==> config.mk <==
export PLATFORM = sky130hd
export DESIGN_NAME = rf_access_ctrl
export DESIGN_NICKNAME = d
export VERILOG_FILES = /design/src/rtl/rf_pkg.sv /design/src/rtl/rf_access_ctrl_rr_arb2.sv /design/src/rtl/rf_access_ctrl.sv
export SDC_FILE = /design/constraint.sdc
export NUM_CORES = 1
export LEC_CHECK = 0
export CORE_ASPECT_RATIO = 1.4
export CORE_MARGIN = 4
export CORE_UTILIZATION = 41
export CTS_CLUSTER_SIZE = 20
export DETAILED_ROUTE_END_ITERATION = 8
export PLACE_DENSITY = 0.78
export SYNTH_ARGS = -nofsm -noshare
export SYNTH_HDL_FRONTEND = slang
export SYNTH_SLANG_ARGS = --single-unit
==> constraint.sdc <==
create_clock -name clk -period 1.58 [get_ports clk]
set_input_delay 0.316 -clock clk [delete_from_list [all_inputs] [get_ports clk]]
set_output_delay 0.316 -clock clk [all_outputs]
set_load 0.05 [all_outputs]
==> src/rtl/rf_pkg.sv <==
// -----------------------------------------------------------------------------
// rf_pkg
// Shared constants and types for the register-file access controller.
// Contents: default register-file geometry, FSM state enum, client index type.
// -----------------------------------------------------------------------------
package rf_pkg;

   localparam int RF_DATA_W   = 16;
   localparam int RF_ADDR_W   = 3;
   localparam int RF_NUM_REGS = 8;

   typedef enum logic {
      ST_CLEAR = 1'b0,
      ST_SERVE = 1'b1
   } state_e;

   // Index of a requesting client (0 = decode/execute, 1 = debug/load).
   typedef logic client_t;

   localparam client_t CLIENT0 = 1'b0;
   localparam client_t CLIENT1 = 1'b1;

endpackage

==> src/rtl/rf_access_ctrl_rr_arb2.sv <==
// -----------------------------------------------------------------------------
// rr_arb2
// Two-input round-robin arbiter with a last-grant pointer.
// Ports:
//   clk, reset (sync, active-high)
//   req_i[1:0]  requests, bit N = client N
//   en_i        arbitration enable; no grant and no pointer update when low
//   gnt_o[1:0]  one-hot combinational grant
//   ptr_o       last-granted client; resets to client 1
// -----------------------------------------------------------------------------
module rr_arb2
   import rf_pkg::*;
(
   input  logic       clk,
   input  logic       reset,
   input  logic [1:0] req_i,
   input  logic       en_i,
   output logic [1:0] gnt_o,
   output client_t    ptr_o
);

   client_t ptr_q;

   // NOTE: every output of an always_comb gets a default first so no path
   // leaves it unassigned and a latch is never inferred.
   always_comb begin
      gnt_o = 2'b00;
      if (en_i) begin
         case (req_i)
            2'b01:   gnt_o = 2'b01;
            2'b10:   gnt_o = 2'b10;
            // On a tie the client that was not granted last wins.
            2'b11:   gnt_o = (ptr_q == CLIENT1) ? 2'b01 : 2'b10;
            default: gnt_o = 2'b00;
         endcase
      end
   end

   // NOTE: sequential state is assigned with non-blocking <= so every flop
   // samples the pre-edge values regardless of statement order.
   always_ff @(posedge clk) begin
      if (reset) begin
         ptr_q <= CLIENT1;
      end else if (gnt_o != 2'b00) begin
         ptr_q <= gnt_o[1];
      end
   end

   assign ptr_o = ptr_q;

endmodule

==> src/rtl/rf_access_ctrl.sv <==
// -----------------------------------------------------------------------------
// rf_access_ctrl
// Sequencer and arbiter in front of the 8x16 register file. Zero-sweeps the
// file after reset or clear_req, then grants one of two clients per cycle
// (round-robin) access to both read ports and the write port.
//
// Ports:
//   clk, reset           clock; synchronous active-high reset
//   clear_req            one-cycle pulse starting a zero sweep
//   cN_req/we            client N request and write flag (N = 0, 1)
//   cN_raddr1/2, waddr   client N read/write addresses
//   cN_wdata             client N write data
//   cN_gnt               combinational grant
//   cN_rvalid            read data valid, one cycle after grant
//   cN_rdata1/2          registered read data
//   rf_raddr1/2          register-file read addresses
//   rf_rdata1/2          register-file asynchronous read data
//   rf_we/waddr/wdata    register-file write port
//   busy                 high while sweeping (and during reset)
//
// Build option: define RF_ACCESS_FWD_EN to return the new write data on a
// same-cycle, same-client read/write collision; otherwise the old register
// value is returned.
// -----------------------------------------------------------------------------
module rf_access_ctrl
   import rf_pkg::*;
#(
   parameter int DATA_W   = RF_DATA_W,
   parameter int ADDR_W   = RF_ADDR_W,
   parameter int NUM_REGS = RF_NUM_REGS   // must equal 2**ADDR_W
) (
   input  logic              clk,
   input  logic              reset,
   input  logic              clear_req,

   input  logic              c0_req,
   input  logic              c0_we,
   input  logic [ADDR_W-1:0] c0_raddr1,
   input  logic [ADDR_W-1:0] c0_raddr2,
   input  logic [ADDR_W-1:0] c0_waddr,
   input  logic [DATA_W-1:0] c0_wdata,
   output logic              c0_gnt,
   output logic              c0_rvalid,
   output logic [DATA_W-1:0] c0_rdata1,
   output logic [DATA_W-1:0] c0_rdata2,

   input  logic              c1_req,
   input  logic              c1_we,
   input  logic [ADDR_W-1:0] c1_raddr1,
   input  logic [ADDR_W-1:0] c1_raddr2,
   input  logic [ADDR_W-1:0] c1_waddr,
   input  logic [DATA_W-1:0] c1_wdata,
   output logic              c1_gnt,
   output logic              c1_rvalid,
   output logic [DATA_W-1:0] c1_rdata1,
   output logic [DATA_W-1:0] c1_rdata2,

   output logic [ADDR_W-1:0] rf_raddr1,
   output logic [ADDR_W-1:0] rf_raddr2,
   input  logic [DATA_W-1:0] rf_rdata1,
   input  logic [DATA_W-1:0] rf_rdata2,
   output logic              rf_we,
   output logic [ADDR_W-1:0] rf_waddr,
   output logic [DATA_W-1:0] rf_wdata,
   output logic              busy
);

   localparam logic [ADDR_W-1:0] LAST_ADDR = ADDR_W'(NUM_REGS - 1);

   state_e            state_q;
   logic [ADDR_W-1:0] cnt_q;

   logic              serving;
   logic [1:0]        gnt;
   logic              any_gnt;
   client_t           win;
   client_t           last_gnt;

   logic              sel_we;
   logic [ADDR_W-1:0] sel_raddr1, sel_raddr2, sel_waddr;
   logic [DATA_W-1:0] sel_wdata;
   logic [DATA_W-1:0] rd1, rd2;

   logic [ADDR_W-1:0] raddr1_q, raddr2_q;
   logic              valid_q;
   logic [DATA_W-1:0] c0_rdata1_q, c0_rdata2_q, c1_rdata1_q, c1_rdata2_q;
   logic [DATA_W-1:0] c0_rdata1_d, c0_rdata2_d, c1_rdata1_d, c1_rdata2_d;

   // Grants only in SERVE and never during the reset cycle.
   assign serving = (state_q == ST_SERVE) && !reset;

   rr_arb2 u_arb (
      .clk   (clk),
      .reset (reset),
      .req_i ({c1_req, c0_req}),
      .en_i  (serving),
      .gnt_o (gnt),
      .ptr_o (last_gnt)
   );

   assign c0_gnt  = gnt[0];
   assign c1_gnt  = gnt[1];
   assign any_gnt = |gnt;
   assign win     = gnt[1];

   // Winner's request fields; only meaningful while any_gnt is high.
   assign sel_we     = (win == CLIENT1) ? c1_we     : c0_we;
   assign sel_raddr1 = (win == CLIENT1) ? c1_raddr1 : c0_raddr1;
   assign sel_raddr2 = (win == CLIENT1) ? c1_raddr2 : c0_raddr2;
   assign sel_waddr  = (win == CLIENT1) ? c1_waddr  : c0_waddr;
   assign sel_wdata  = (win == CLIENT1) ? c1_wdata  : c0_wdata;

   // Read addresses follow the winner and otherwise hold the last grant's.
   assign rf_raddr1 = reset ? '0 : (any_gnt ? sel_raddr1 : raddr1_q);
   assign rf_raddr2 = reset ? '0 : (any_gnt ? sel_raddr2 : raddr2_q);

   // The file reads asynchronously, so rf_rdata* is the pre-write value in
   // the grant cycle; forwarding substitutes the data being written.
`ifdef RF_ACCESS_FWD_EN
   assign rd1 = (sel_we && (sel_raddr1 == sel_waddr)) ? sel_wdata : rf_rdata1;
   assign rd2 = (sel_we && (sel_raddr2 == sel_waddr)) ? sel_wdata : rf_rdata2;
`else
   assign rd1 = rf_rdata1;
   assign rd2 = rf_rdata2;
`endif

   // Write port: sweep in CLEAR, winner's write in SERVE, idle in reset.
   always_comb begin
      rf_we    = 1'b0;
      rf_waddr = cnt_q;
      rf_wdata = '0;
      if (!reset) begin
         if (state_q == ST_CLEAR) begin
            rf_we = 1'b1;
         end else if (any_gnt && sel_we) begin
            rf_we    = 1'b1;
            rf_waddr = sel_waddr;
            rf_wdata = sel_wdata;
         end
      end
   end

   assign busy = reset || (state_q == ST_CLEAR);

   // FSM and sweep counter; clear_req restarts the sweep from either state.
   always_ff @(posedge clk) begin
      if (reset) begin
         state_q <= ST_CLEAR;
         cnt_q   <= '0;
      end else begin
         case (state_q)
            ST_CLEAR: begin
               if (clear_req) begin
                  cnt_q <= '0;
               end else if (cnt_q == LAST_ADDR) begin
                  state_q <= ST_SERVE;
                  cnt_q   <= '0;
               end else begin
                  cnt_q <= cnt_q + 1'b1;
               end
            end
            ST_SERVE: begin
               if (clear_req) begin
                  state_q <= ST_CLEAR;
                  cnt_q   <= '0;
               end
            end
            default: begin
               state_q <= ST_CLEAR;
               cnt_q   <= '0;
            end
         endcase
      end
   end

   // Read-data capture: only the winner's registers load; the other holds.
   always_comb begin
      c0_rdata1_d = c0_rdata1_q;
      c0_rdata2_d = c0_rdata2_q;
      c1_rdata1_d = c1_rdata1_q;
      c1_rdata2_d = c1_rdata2_q;
      if (gnt[0]) begin
         c0_rdata1_d = rd1;
         c0_rdata2_d = rd2;
      end
      if (gnt[1]) begin
         c1_rdata1_d = rd1;
         c1_rdata2_d = rd2;
      end
   end

   always_ff @(posedge clk) begin
      if (reset) begin
         raddr1_q    <= '0;
         raddr2_q    <= '0;
         valid_q     <= 1'b0;
         c0_rdata1_q <= '0;
         c0_rdata2_q <= '0;
         c1_rdata1_q <= '0;
         c1_rdata2_q <= '0;
      end else begin
         valid_q     <= any_gnt;
         c0_rdata1_q <= c0_rdata1_d;
         c0_rdata2_q <= c0_rdata2_d;
         c1_rdata1_q <= c1_rdata1_d;
         c1_rdata2_q <= c1_rdata2_d;
         if (any_gnt) begin
            raddr1_q <= sel_raddr1;
            raddr2_q <= sel_raddr2;
         end
      end
   end

   // The arbiter pointer names the client granted last cycle, so it steers
   // the single valid flop to the right client.
   assign c0_rvalid = valid_q && (last_gnt == CLIENT0);
   assign c1_rvalid = valid_q && (last_gnt == CLIENT1);

   assign c0_rdata1 = c0_rdata1_q;
   assign c0_rdata2 = c0_rdata2_q;
   assign c1_rdata1 = c1_rdata1_q;
   assign c1_rdata2 = c1_rdata2_q;

endmodule

After elaboration in Yosys (flattened, before gate mapping)
Cells that the tools add are included.
Storage, ports and cells
  register bits after elaboration: 76
  output and inout port bits: 95
  word-level logic and storage cells: 55
Cells by class
  $add $sub $neg: 1
  reduce and logical (&&, ||, !) cells: 8
  bitwise logic cells: 2
  equal/unequal tests: 5
  multiplexer cells: 29
Operators with widths (number)
  16-bit two-way mux: 4
  3-bit two-way mux: 13
  1-bit two-way mux: 7
  2-bit one-hot mux with 3 select lines: 1
  3-bit one-hot mux with 2 select lines: 1
  2-bit == test, second input constant: 2
  1-bit logical AND: 4
  2-bit two-way mux: 2
  3-bit by 1-bit adder with 3-bit output, second input constant: 1
  3-bit == test, second input constant: 1
  2-bit by 1-bit == test with 1-bit output, second input constant: 1
  2-bit inequality test, second input constant: 1
  1-bit NOT: 2
  1-bit one-hot mux with 2 select lines: 1
  2-bit nonzero test: 1
  2-bit OR reduction: 1
  1-bit logical NOT: 1
  1-bit logical OR: 1

Longest topological paths before layout
  word-level depth: 8
  depth in mapped cells: 6
  depth with buffers taken out: 5

Cells and area by module
Synthesis repeated with hierarchy kept, for this count alone.
Second synthesis, totals
  cell total of the unflattened synthesis: 310
  area, all modules: 3161.8 µm²
Modules (own cells, without submodules)
  rf_access_ctrl: area an instance 3103.0 µm², cells each 302, instances 1
  rr_arb2: area an instance 58.8 µm², cells each 8, instances 1

Least setup slack after synthesis
Ideal clock, no wire load.
  path type: input port to output port
  start: input reset
  end: output rf_wdata[10]
  data arrival time: 1.795 ns
  required time: 1.264 ns
  path slack: -0.531 ns
  stages on the path: 6
  path through: and2b_4 > inv_2 > buf_6 > buf_4 > mux2i_1 > o2bb2ai_1
Between the ends
  word-level cells in the longest chain between the ends: 8
  elaborated cells on any way between the ends: 10
  those cells by class: mux: 6; reduce/logical: 4
Ends and longest elaborated chain
  from (decl): RTL line rf_access_ctrl.sv:33  | input logic reset,
  1-bit logical NOT
  1-bit logical AND: RTL line rf_access_ctrl.sv:90  | assign serving = (state_q == ST_SERVE) && !reset;
  2-bit two-way mux: RTL line rf_access_ctrl_rr_arb2.sv:28  | if (en_i) begin
  2-bit OR reduction or 1-bit two-way mux (tied branches): RTL line rf_access_ctrl.sv:103, rf_access_ctrl.sv:107
  1-bit logical AND: RTL line rf_access_ctrl.sv:135  | end else if (any_gnt && sel_we) begin
  16-bit two-way mux: RTL line rf_access_ctrl.sv:135
  16-bit two-way mux: RTL line rf_access_ctrl.sv:133  | if (state_q == ST_CLEAR) begin
  16-bit two-way mux (*): RTL line rf_access_ctrl.sv:132  | if (!reset) begin
  to (decl): RTL line rf_access_ctrl.sv:64  | output logic [DATA_W-1:0] rf_wdata,
Mark *: on every way between the ends. The rest lies on a longest branch, timed or not.

Final worst setup path
  start: register u_arb.ptr_q, in the netlist u_arb.ptr_o
  end: output rf_wdata[2]
Between the ends
  word-level cells in the longest chain between the ends: 8
  elaborated cells on any way between the ends: 10
  those cells by class: mux: 8; reduce/logical: 2
Ends and longest elaborated chain
  from (decl): RTL line rf_access_ctrl_rr_arb2.sv:22  | client_t ptr_q;
  from (signal assigned): RTL line rf_access_ctrl_rr_arb2.sv:45  | ptr_q <= gnt_o[1];
  2-bit two-way mux (*): RTL line rf_access_ctrl_rr_arb2.sv:33  | 2'b11: gnt_o = (ptr_q == CLIENT1) ? 2'b01 : 2'b10;
  2-bit one-hot mux with 3 select lines (*): RTL line rf_access_ctrl_rr_arb2.sv:29  | case (req_i)
  2-bit two-way mux (*): RTL line rf_access_ctrl_rr_arb2.sv:28
  2-bit OR reduction or 1-bit two-way mux (tied branches): RTL line rf_access_ctrl.sv:103, rf_access_ctrl.sv:107
  1-bit logical AND: RTL line rf_access_ctrl.sv:135
  16-bit two-way mux (*): RTL line rf_access_ctrl.sv:135
  16-bit two-way mux (*): RTL line rf_access_ctrl.sv:133
  16-bit two-way mux (*): RTL line rf_access_ctrl.sv:132
Marks and branches as above.

==> metrics <==
status finished, violations left; violated checks negative setup slack; Synth Register Bits 76; clock share of power 46.6%; Fillers 536; grt total ovfl 0; Core ar. 8660 um^2; pin count of the biggest net entering global routing 65; Logic pwr share 11.4%; switching share of power 22.1%; mean post-synth cell area 8.95 um^2; Most used DFF post-synth dfxtp_1; cell area after synthesis 3690 um^2; Die Wd 88.1 um; met3 GRT Util 8.25%; first-pass GRT wire length 20900 um; R2R cell count 6; crit path max fanout 13; Nets 698; final count of hold timing violations 0; GR peak layer met2; switching power 1.01 mW; Worst path depth 5; Layout Utilization 79.1%; hold crit path type input port to register; most common cell after layout, fill and taps aside buf_4; crit path to rf_wdata[2]; WP data required 1260 ps; clk_lat worst skew 330 ps; routed vias 4112; Data arrival, critical path 1740 ps; Slew Limit Fails 0; leakage 2.58 nW; RSZ-0062 raised after global routing yes; Synth top area share 41.3%; final setup violation count 29; Synth cell types 37; # rows 40; num ports 184; PD cells 667 nW/um^2; number of buffers and inverters on the critical path 2; cell-internal power 3.56 mW; FF/Latch Area 1530 um^2; worst reg-to-reg setup slack 100 ps; gr usage total 25.0%; drt first-iter violations 208; cts bufs inserted 9; area leader, netlist dfxtp_1; share of post-route cells with drive strength above 1 36.3%; Worst R2R End c0_rdata1[8]; clk sink count 76; initial antenna violation count 1; Worst Tran Pin Value 589 ps; sequential area share after synthesis 41.3%; Die ar. 10600 um^2; Starting Density 42.6%; CP Launch Point u_arb.ptr_o; Crit Path Category register to primary output; GPL Wtd Cong 0.879; Final HPWL DP 9710 um; CTS tree built; Setup crit start kind register; family with the most delay on the worst path buffers and inverters; most frequent cells in the layout 90 x buf_4, 83 x clkdlybuf4s50_1, 74 x dfxtp_1; Async SR Flop Fraction 0%; drt pass-1 iters 4; WL final 14000 um; die height 120 um; Seq pwr share 42.0%; period utilisation layout 130%; ranking of synthesized cells by area dfxtp_1 41%, o31ai_1 6.5%, nand2b_1 5.6%; Residual DRC 0; total power 4.57 mW; final worst slack -479 ps; number of synthesized flops with an enable pin 0; I/O Buffers 183; area of the multi-input gates 2300 um^2; # Max-Cap Violations 0; Clock Path Buffers 2; synthesized instance count 412; wire per inst 19.6 um; final hold slack 325 ps; Crit Reg-Reg Startpoint state_q; syn_nets 503; Critical-path top delay cell dfxtp_4; Slew headroom 60.8%; Fin Clk Skew 7.56 ps; synthesis-to-finish area growth 85.9%; Synth Warn # 0; clk slew on worst S/H paths 50 ps; H-tree levels 3; ANT nets after route 0; CTS Root Buffer Type clkbuf_16; routing usage on met1 26.6%; max incr delay on CP 360 ps; Max VDD drop 0.697 mV; met2 Usage GRT 44.0%; Max Fclk 486 MHz; critical path endpoint category primary output; number of global-route vias before repair 4133; Period minus WS final 2060 ps; worst-path cell chain a21boi_4, buf_6, mux2i_2, o2bb2ai_4, buf_12; vias per cell 5.74
-- metrics by stage --
step                setup slack (ps)  std cells  area (um^2)  TNS [ps]
global placement                -570        692         6190    -32860
global route                    -502        717         6850    -12610
floorplan                       -143        412         4020     -1540
finish                          -479        717         6850    -11180
detailed placement              -649        692         6190    -37750
CTS                             -429        711         6660    -10480
-- layer usage --
layer | wire [um] | up-vias
met5 | 0 | -
met4 | 483 | 0
met3 | 1380 | 33
met2 | 7350 | 202
met1 | 4810 | 1959
li1 | - | 1918
-- what timing repair did --
| action | CTS | global route |
|---|---|---|
| endpoints found under the setup margin | 61 | 54 |
| setup buffers | 4 | 3 |
| gates resized for setup | 27 | 23 |
| pin swaps | 5 | 11 |
| hold buffers | 0 | 0 |
| gates cloned | 0 | 2 |
-- cell families (layout without fill, tap and decap cells) --
logic type	Yosys count	count (layout)	share of synthesized area (%)
DFF	76	76	41.3
adders and majority gates	2	2	0.679
other	0	1	0
and+or+nand+nor	124	124	20.3
muxes	17	17	4.62
buffers and inverters	60	259	8.62
AOI/OAI and AO/OA	133	133	24.5
-- power by group through the flow --
stage	logic [mW]	clock network, mW	registers (mW)
after floorplan	0.155	0	1.96
after global placement	0.470	0	1.96
after detailed placement	0.474	0	1.96
after CTS	0.494	2.15	1.92
after global routing	0.545	2.23	1.92
final	0.522	2.13	1.92
-- how the worst min path moves through the flow --
| stage | start | to | slack [ps] | cells after the start |
|---|---|---|---|---|
| finish | reset | u_arb.ptr_o | 320 | 2 |
| global route | reset | u_arb.ptr_o | 330 | 2 |
| CTS | reset | u_arb.ptr_o | 290 | 2 |
| detailed placement | c1_rdata2[13] | c1_rdata2[13] | 460 | 2 |
| global placement | c1_rdata2[12] | c1_rdata2[12] | 450 | 2 |
| floorplan | clear_req | cnt_q[0] | 400 | 1 |
-- worst reg2reg max path: stages, from the launching register on --
cell,delay (ps)
dfxtp_2,340
and2b_4,210
buf_12,130
buf_4,120
buf_4,240
nand4_1,130
a21oi_1,200
-- area by class of cell --
type	instances	share of cell area (%)
tap	105	1.92
antenna	1	0.0365
clock inverter	3	0.639
inverter	13	0.968
timing repair buffer	231	36.7
sequential	76	22.3
clock buffer	12	3.89
multi-input combinational	276	33.6
-- synth_stat cells, drive strengths merged, types with 3 or more instances --
cell type / number
nor2: 5
a21oi: 39
dfxtp: 76
nand3: 34
o221a: 6
mux2i: 17
a311oi: 3
nor3: 11
clkbuf: 9
buf: 38
o2bb2ai: 15
o21ai: 33
nand4: 32
inv: 13
nand2b: 34
o31ai: 32
-- state kept, by name, summed over array words and instances, names as in the netlist --
signal,flops
c0_rdata1,16
c0_rdata2,16
c1_rdata1,16
c1_rdata2,16
cnt_q,3
raddr1_q,3
raddr2_q,3
state_q,1
u_arb.ptr_o,1
valid_q,1
(Power assumes the default switching activity.)
